`src/rtl/store_byte_serializer_if.sv`:
```
// store_byte_serializer_if: store request and byte-wide memory write bus
interface store_byte_serializer_if #(parameter int ADDR_W = 32);
  logic              st_valid;
  logic              st_ready;
  logic [ADDR_W-1:0] st_addr;
  logic [31:0]       st_data;
  logic [1:0]        st_size;
  logic              busy;
  logic              mem_we;
  logic [ADDR_W-1:0] mem_addr;
  logic [7:0]        mem_wdata;
  logic              mem_ack;
  logic              done;
  logic              misalign;
  modport master (
    output st_valid, st_addr, st_data, st_size, mem_ack,
    input  st_ready, busy, mem_we, mem_addr, mem_wdata, done, misalign
  );
  modport slave (
    input  st_valid, st_addr, st_data, st_size, mem_ack,
    output st_ready, busy, mem_we, mem_addr, mem_wdata, done, misalign
  );
endinterface

```
`src/rtl/store_byte_serializer.sv`:
```
// store_byte_serializer: splits an SB/SH/SW store into byte writes on an 8-bit memory port
module store_byte_serializer #(
  parameter int ADDR_W     = 32,
  parameter bit BIG_ENDIAN = 1
) (
  input logic clk,
  input logic rst,
  store_byte_serializer_if.slave bus
);
  typedef enum logic {IDLE, WRITE} state_t;
  state_t            state, state_n;
  logic [ADDR_W-1:0] addr_q;
  logic [31:0]       data_q;
  logic [1:0]        last_q, idx, idx_n, sel;
  logic              done_q, done_n, mis_q, mis_n, load, illegal;
  assign illegal = (bus.st_size == 2'b11) ||
                   (bus.st_size == 2'b01 && bus.st_addr[0]) ||
                   (bus.st_size == 2'b10 && bus.st_addr[1:0] != 2'b00);
  always_comb begin
    state_n = state;
    idx_n   = idx;
    done_n  = 1'b0;
    mis_n   = 1'b0;
    load    = 1'b0;
    if (state == IDLE && bus.st_valid) begin
      mis_n   = illegal;
      load    = !illegal;
      state_n = illegal ? IDLE : WRITE;
      idx_n   = 2'd0;
    end else if (state == WRITE && bus.mem_ack) begin
      done_n  = (idx == last_q);
      state_n = (idx == last_q) ? IDLE : WRITE;
      idx_n   = (idx == last_q) ? idx : idx + 2'd1;
    end
  end
  always_ff @(posedge clk) begin
    if (rst) begin
      state  <= IDLE;
      idx    <= 2'd0;
      done_q <= 1'b0;
      mis_q  <= 1'b0;
      addr_q <= '0;
      data_q <= '0;
      last_q <= 2'd0;
    end else begin
      state  <= state_n;
      idx    <= idx_n;
      done_q <= done_n;
      mis_q  <= mis_n;
      if (load) begin
        addr_q <= bus.st_addr;
        data_q <= bus.st_data;
        last_q <= {bus.st_size[1], bus.st_size[1] | bus.st_size[0]};
      end
    end
  end
  // big-endian sends the most significant byte of the field first
  assign sel           = BIG_ENDIAN ? last_q - idx : idx;
  assign bus.st_ready  = (state == IDLE);
  assign bus.busy      = (state == WRITE);
  assign bus.mem_we    = (state == WRITE);
  assign bus.mem_addr  = (state == WRITE) ? addr_q + {{(ADDR_W-2){1'b0}}, idx} : '0;
  assign bus.mem_wdata = (state == WRITE) ? data_q[{sel, 3'b000} +: 8] : 8'h00;
  assign bus.done      = done_q;
  assign bus.misalign  = mis_q;
endmodule

```
`src/flat_wrapper.sv`:
```
// flat-port wrapper written by rule: the top's interface ports become plain ports
module store_byte_serializer_flat 
#(
  parameter int ADDR_W     = 32,
  parameter bit BIG_ENDIAN = 1
)
  (clk, rst, bus_st_valid, bus_st_addr, bus_st_data, bus_st_size, bus_mem_ack, bus_st_ready, bus_busy, bus_mem_we, bus_mem_addr, bus_mem_wdata, bus_done, bus_misalign);
  store_byte_serializer_if #(.ADDR_W(ADDR_W)) bus_i ();
  input logic clk;
  input logic rst;
  input wire logic [$bits(bus_i.st_valid)-1:0] bus_st_valid;
  input wire logic [$bits(bus_i.st_addr)-1:0] bus_st_addr;
  input wire logic [$bits(bus_i.st_data)-1:0] bus_st_data;
  input wire logic [$bits(bus_i.st_size)-1:0] bus_st_size;
  input wire logic [$bits(bus_i.mem_ack)-1:0] bus_mem_ack;
  output wire logic [$bits(bus_i.st_ready)-1:0] bus_st_ready;
  output wire logic [$bits(bus_i.busy)-1:0] bus_busy;
  output wire logic [$bits(bus_i.mem_we)-1:0] bus_mem_we;
  output wire logic [$bits(bus_i.mem_addr)-1:0] bus_mem_addr;
  output wire logic [$bits(bus_i.mem_wdata)-1:0] bus_mem_wdata;
  output wire logic [$bits(bus_i.done)-1:0] bus_done;
  output wire logic [$bits(bus_i.misalign)-1:0] bus_misalign;
  assign bus_i.st_valid = bus_st_valid;
  assign bus_i.st_addr = bus_st_addr;
  assign bus_i.st_data = bus_st_data;
  assign bus_i.st_size = bus_st_size;
  assign bus_i.mem_ack = bus_mem_ack;
  assign bus_st_ready = bus_i.st_ready;
  assign bus_busy = bus_i.busy;
  assign bus_mem_we = bus_i.mem_we;
  assign bus_mem_addr = bus_i.mem_addr;
  assign bus_mem_wdata = bus_i.mem_wdata;
  assign bus_done = bus_i.done;
  assign bus_misalign = bus_i.misalign;
  store_byte_serializer #(.ADDR_W(ADDR_W), .BIG_ENDIAN(BIG_ENDIAN)) u_core (.clk(clk), .rst(rst), .bus(bus_i));
endmodule
```
`config.mk`:
```
export PLATFORM = sky130hd
export DESIGN_NAME = store_byte_serializer_flat
export DESIGN_NICKNAME = d
export VERILOG_FILES = /design/src/rtl/store_byte_serializer_if.sv /design/src/rtl/store_byte_serializer.sv /design/src/flat_wrapper.sv
export SDC_FILE = /design/constraint.sdc
export NUM_CORES = 1
export LEC_CHECK = 0
export ABC_AREA = 1
export CAP_MARGIN = 40
export CELL_PAD_IN_SITES_DETAIL_PLACEMENT = 2
export CELL_PAD_IN_SITES_GLOBAL_PLACEMENT = 2
export CORE_UTILIZATION = 30
export CTS_CLUSTER_DIAMETER = 200
export DETAILED_ROUTE_END_ITERATION = 8
export DONT_BUFFER_PORTS = 1
export PLACE_DENSITY = 0.86
export SYNTH_ARGS = -nofsm -noshare
export SYNTH_HDL_FRONTEND = slang
export SYNTH_SLANG_ARGS = --single-unit
```
`constraint.sdc`:
```
create_clock -name clk -period 2 [get_ports clk]
set_input_delay 0.5 -clock clk [delete_from_list [all_inputs] [get_ports clk]]
set_output_delay 0.5 -clock clk [all_outputs]
set_load 0.01 [all_outputs]
```
# [Word-level counts from Yosys, hierarchy flattened]
# Index checks and enable logic that the tools add are counted.
[op_classes] n_addsub=3 n_eq_ne=4 shift=1 n_mux=7 bitwise_logic=5 reduce_logical=13
[op_table] operator="adder 32 x 2 -> 32 bit" count=1
[op_table] operator="two-way mux 32 bit" count=1
[op_table] operator="indexed part select 32 x 6 -> 8 bit" count=1
[op_table] operator="two-way mux 8 bit" count=1
[op_table] operator="two-way mux 1 bit" count=5
[op_table] operator="equality test 2 bit, second input constant" count=2
[op_table] operator="logical AND 1 bit" count=4
[op_table] operator="inverter 1 bit" count=4
[op_table] operator="nonzero test 2 bit" count=2
[op_table] operator="OR reduction 2 bit" count=2
[op_table] operator="OR reduction 3 bit" count=1
[op_table] operator="adder 2 x 1 -> 2 bit, second input constant" count=1
[op_table] operator="equality test 2 x 1 -> 1 bit, second input constant" count=1
[op_table] operator="equality test 2 bit" count=1
[op_table] operator="logical OR 1 bit" count=2
[op_table] operator="AND reduction 2 bit" count=1
[op_table] operator="subtractor 2 bit" count=1
[op_table] operator="logical NOT 1 bit" count=1
[op_table] operator="OR 1 bit" count=1
[word_totals] regBits=71

# [Longest topological paths before layout]
[logic_depth] ltp_word=6 mapped_depth=10 depth_no_buf=10

# [Worst setup path before layout]
# No wires, ideal clock.
[synth_timing] path_kind="flip-flop to output port" startpoint="reg u_core.idx[0]" endpoint="out bus_mem_addr[16]" t_arrival_ns=1.614 required_ns=1.500 setup_slack_ns=-0.114 path_stages_with_launch=8 path_cell_list="dfxtp_1 -> ha_1 -> fa_1 -> nand2_2 -> nor2_4 -> nand2_2 -> nor3_1 -> nor3_1"
[synth_via] elab_chain_len=2
[synth_lines] element="from (decl)" line="store_byte_serializer.sv:14" text="logic [1:0] last_q, idx, idx_n, sel;"
[synth_lines] element="from (signal assigned)" line="store_byte_serializer.sv:47" text="idx <= idx_n;"
[synth_lines] element="adder 32 x 2 -> 32 bit" line="store_byte_serializer.sv:62" text="assign bus.mem_addr = (state == WRITE) ? addr_q + {{(ADDR_W-2){1'b0}}, idx} : '0;"
[synth_lines] element="two-way mux 32 bit" line="store_byte_serializer.sv:62"
[synth_lines] element="to (decl)" line="flat_wrapper.sv:19" text="output wire logic [$bits(bus_i.mem_addr)-1:0] bus_mem_addr;"
# Every way passes these cells.

# [Worst setup path in the final report]
[layout_timing] startpoint="reg u_core.idx[0]" endpoint="out bus_mem_addr[20]"
# The elaborated chain is that of the path after synthesis.

==> key figures <==
Worst setup path
  – R2R Setup Slk: 0.15 ns
  – Type of the worst setup path: reg -> out
  – Worst setup SP type: flip-flop
  – CP max-delay cell: dfxtp_2
  – Required @ worst endpoint: around 1.5 ns
  – Reg2reg start: u_core.idx[0]$_SDFFE_PP0P_
  – CP max stage delay: around 0.37 ns
  – Reg2reg end: u_core.idx[1]$_SDFFE_PP0P_
  – Cell mode on critical path: nor2_4
  – CP Data Arrival Time: approximately 2.1 ns
  – Crit-path max FO: 5
  – Reg2reg path depth: 9
  – Critical Path, Cell by Cell: ha_4 > fa_2 > nand2_4 > nor2_4 > nand2_4 > nor2_4 > buf_4 > nand3_2 > nand2_2 > nor2_4
  – Worst Setup End Kind: output pin

Synthesis
  – Mapped Nets: 728
  – Most common cell in the netlist: nand2_1
  – Post-synth top flop: dfxtp_1
  – Avg Inst Size Synth: between 6 and 7 um2
  – Register area share after synthesis: 0.3414
  – Top post-synthesis cells by area: dfxtp_1 34%, nand2_1 18%, a21oi_1 11%, nand3_1 9.9%, nor2_1 6.4%
  – Post-synthesis async set-or-reset flop share: 0
  – Mapped Cells: 654
  – Post-synth top cells: 199 x nand2_1, 90 x a21oi_1, 82 x nand3_1
  – Seq cells post-synth: 71
  – Yosys warns: 0
  – Area leader, netlist: dfxtp_1
  – Cell area after synthesis: 4163 um2
  – Distinct cells, synth: 29
  – Post-synth EDFFs: 0
  – Top cell type's share of synthesized area: 0.3414

Timing
  – Max-slew headroom: 0.7132
  – F_max: between 0.3 and 0.4 GHz
  – Min Tclk post-route: ~2.6 ns
  – Max-slew violation count: 0
  – Final Hold Fails: 0
  – Slack of the critical path: -0.5837 ns
  – Fin crit share: 1.292
  – Layout Skew: about 0.015 ns
  – Worst-Margin Slew: 0.4302 ns
  – Final setup violation count: 39
  – RSZ-0062 raised after global routing: yes

Global route
  – GR Overflow Total: 0
  – First-pass GRT wire length: ~28000 um
  – GRT Util Overall: 0.2625
  – Largest net degree at the start of global routing: 70
  – Antenna violations before repair: 0
  – Vias in the first global route: 5131

CTS
  – Clock transition at path regs: 0.07 ns
  – CTS Sinks: 71
  – Clk root buf: clkbuf_16
  – Max Buffers Root-to-Sink: 2
  – CTS H-tree lvls: 3
  – CTS tree: done
  – Clk_lat worst skew: around 0.34 ns
  – TritonCTS Buffers: 9

Routing
  – ANT nets after route: 0
  – Drt pass-1 iters: 4
  – DRC Markers: 0
  – Final wirelength: roughly 20000 um
  – Number of vias per cell: about 5.4
  – DRC marker count from the first detailed-route iteration: 147
  – DR vias: 4796
  – DR WL/cell: between 20 and 25 um

Hold path
  – WHS Path Cells: 1
  – WHS Endpoint: u_core.addr_q[24]$_SDFFE_PP0P_
  – Hold Path Class: in -> reg
  – HP Start: rst

Floorplan
  – Die width: 119.8 um
  – I/O Pins: around 120
  – Starting Density: 0.3106
  – Die ar.: between 10000 and 15000 um2
  – FP Rows: between 40 and 50
  – Die Y: approximately 120 um
  – Core Region: between 10000 and 15000 um2

Status
  – Status: finished, violations left
  – Violated checks: negative setup slack

Pwr
  – Worst IR drop on VDD: 0.4183 mV
  – Static leakage power: about 2.1 nW
  – Total power: 3.879 mW
  – PwrDens: around 680 nW/um2

Final layout
  – Diodes inserted: 0
  – Fill cells: roughly 1600
  – Final #Nets: around 780
  – Area Overhead vs Synth: 36.25%
  – Ratio of cells with drive above 1 in the final layout: 0.3123
  – Seq. cell area: 1451 um2
  – Area of the multi-input gates: 2816 um2

Job
  – Total of max-cap violations: 0

Placed design
  – IO Port Bufs: 0
  – Post-DP HPWL: 11960 um
  – GP Congestion: ~0.84
  – Setup WS pre-CTS: -0.1718 ns
[layout make-up]
type,instances,share of cell area
clock buffers,10,0.04214
clock inverters,6,0.01478
repair buffers,82,0.1238
multi-input cells,506,0.4966
flip-flops and latches,71,0.2559
inverters,39,0.02802
well taps,176,0.03883
[registers in the layout (all words and copies together) (netlist names)]
register,cells
u_core.bus.done,1
u_core.idx,2
u_core.bus.misalign,1
u_core.data_q,32
u_core.bus.busy,1
u_core.last_q,2
u_core.addr_q,32
[placed cells by master (no fill, tap or decap), drive strengths merged, types with 8 or more instances in the layout]
cell type  netlist  routed
nand2          208     208
a21oi           90      90
nand3           82      82
buf             28      81
nor2            77      77
dfxtp           71      71
inv             39      39
o21ai           18      18
clkbuf          10      11
nor3            10      10
mux2i            8       8
[per-stage QoR]
stage | cells | utilization | area (um2) | setup TNS [ns] | hold slack [ns]
4_1_cts | 878 | 0.4021 | 5389 | -12.86 | 0.2155
2_1_floorplan | 654 | - | 4184 | 0 | 0.4385
3_5_place_dp | 851 | 0.3451 | 4624 | -3.479 | 0.4504
5_1_grt | 890 | 0.4232 | 5672 | -20.01 | 0.2204
3_3_place_gp | 851 | 0.3451 | 4624 | -0.7003 | 0.4431
6_report | 890 | 0.4232 | 5672 | -17.51 | 0.2288
[critical path, delay by kind of cell, from the launching register on]
family / cells / cell delay, ns
flops: 1 / 0.37
buf+inv: 1 / 0.15
simple gates: 7 / 0.71
fa+ha+maj: 2 / 0.50
[repair_timing]
item                       CTS  global route
setup endpoints to repair   39            39
cloned                       0             1
buffers inserted            13            12
pin swaps                   30            21
hold buffers                 0             0
resized for setup           96            53
[power by group]
group / internal, mW / total, mW / switching, mW
combinational: 0.203 / 0.537 / 0.334
sequential: 1.49 / 1.57 / 0.0839
clock: 1.12 / 1.77 / 0.647
total: 2.81 / 3.88 / 1.06
[cells by family after synthesis]
family                     synth area share
muxes                               0.01924
DFF                                  0.3414
xor gates and xnor gates           0.008418
and+or+nand+nor                      0.3892
AOI/OAI and AO/OA                    0.1326
adders and majority gates           0.01383
buffers and inverters               0.09528
[routing by layer]
metal	wire, um	share of wire	vias up	GRT usage
li1	-	-	2234	-
met1	7707	0.39	2359	0.2862
met2	10220	0.52	157	0.4697
met3	995	0.050	46	0.06321
met4	803	0.041	0	0.1352
met5	0	0	-	0
[worst max-delay path by stage]
stage / from / end / slack [ns] / cells after the start
after floorplan: u_core.idx[0]$_SDFFE_PP0P_ / bus_mem_addr[12] / 0.005 / 8
after global placement: u_core.addr_q[0]$_SDFFE_PP0P_ / bus_mem_addr[28] / -0.10 / 10
after detailed placement: u_core.addr_q[0]$_SDFFE_PP0P_ / bus_mem_addr[12] / -0.17 / 9
after CTS: u_core.idx[0]$_SDFFE_PP0P_ / bus_mem_addr[12] / -0.46 / 9
after global routing: u_core.idx[0]$_SDFFE_PP0P_ / bus_mem_addr[12] / -0.68 / 9
final: u_core.idx[0]$_SDFFE_PP0P_ / bus_mem_addr[20] / -0.58 / 10
Note: power is estimated with default switching activity, not from simulation.
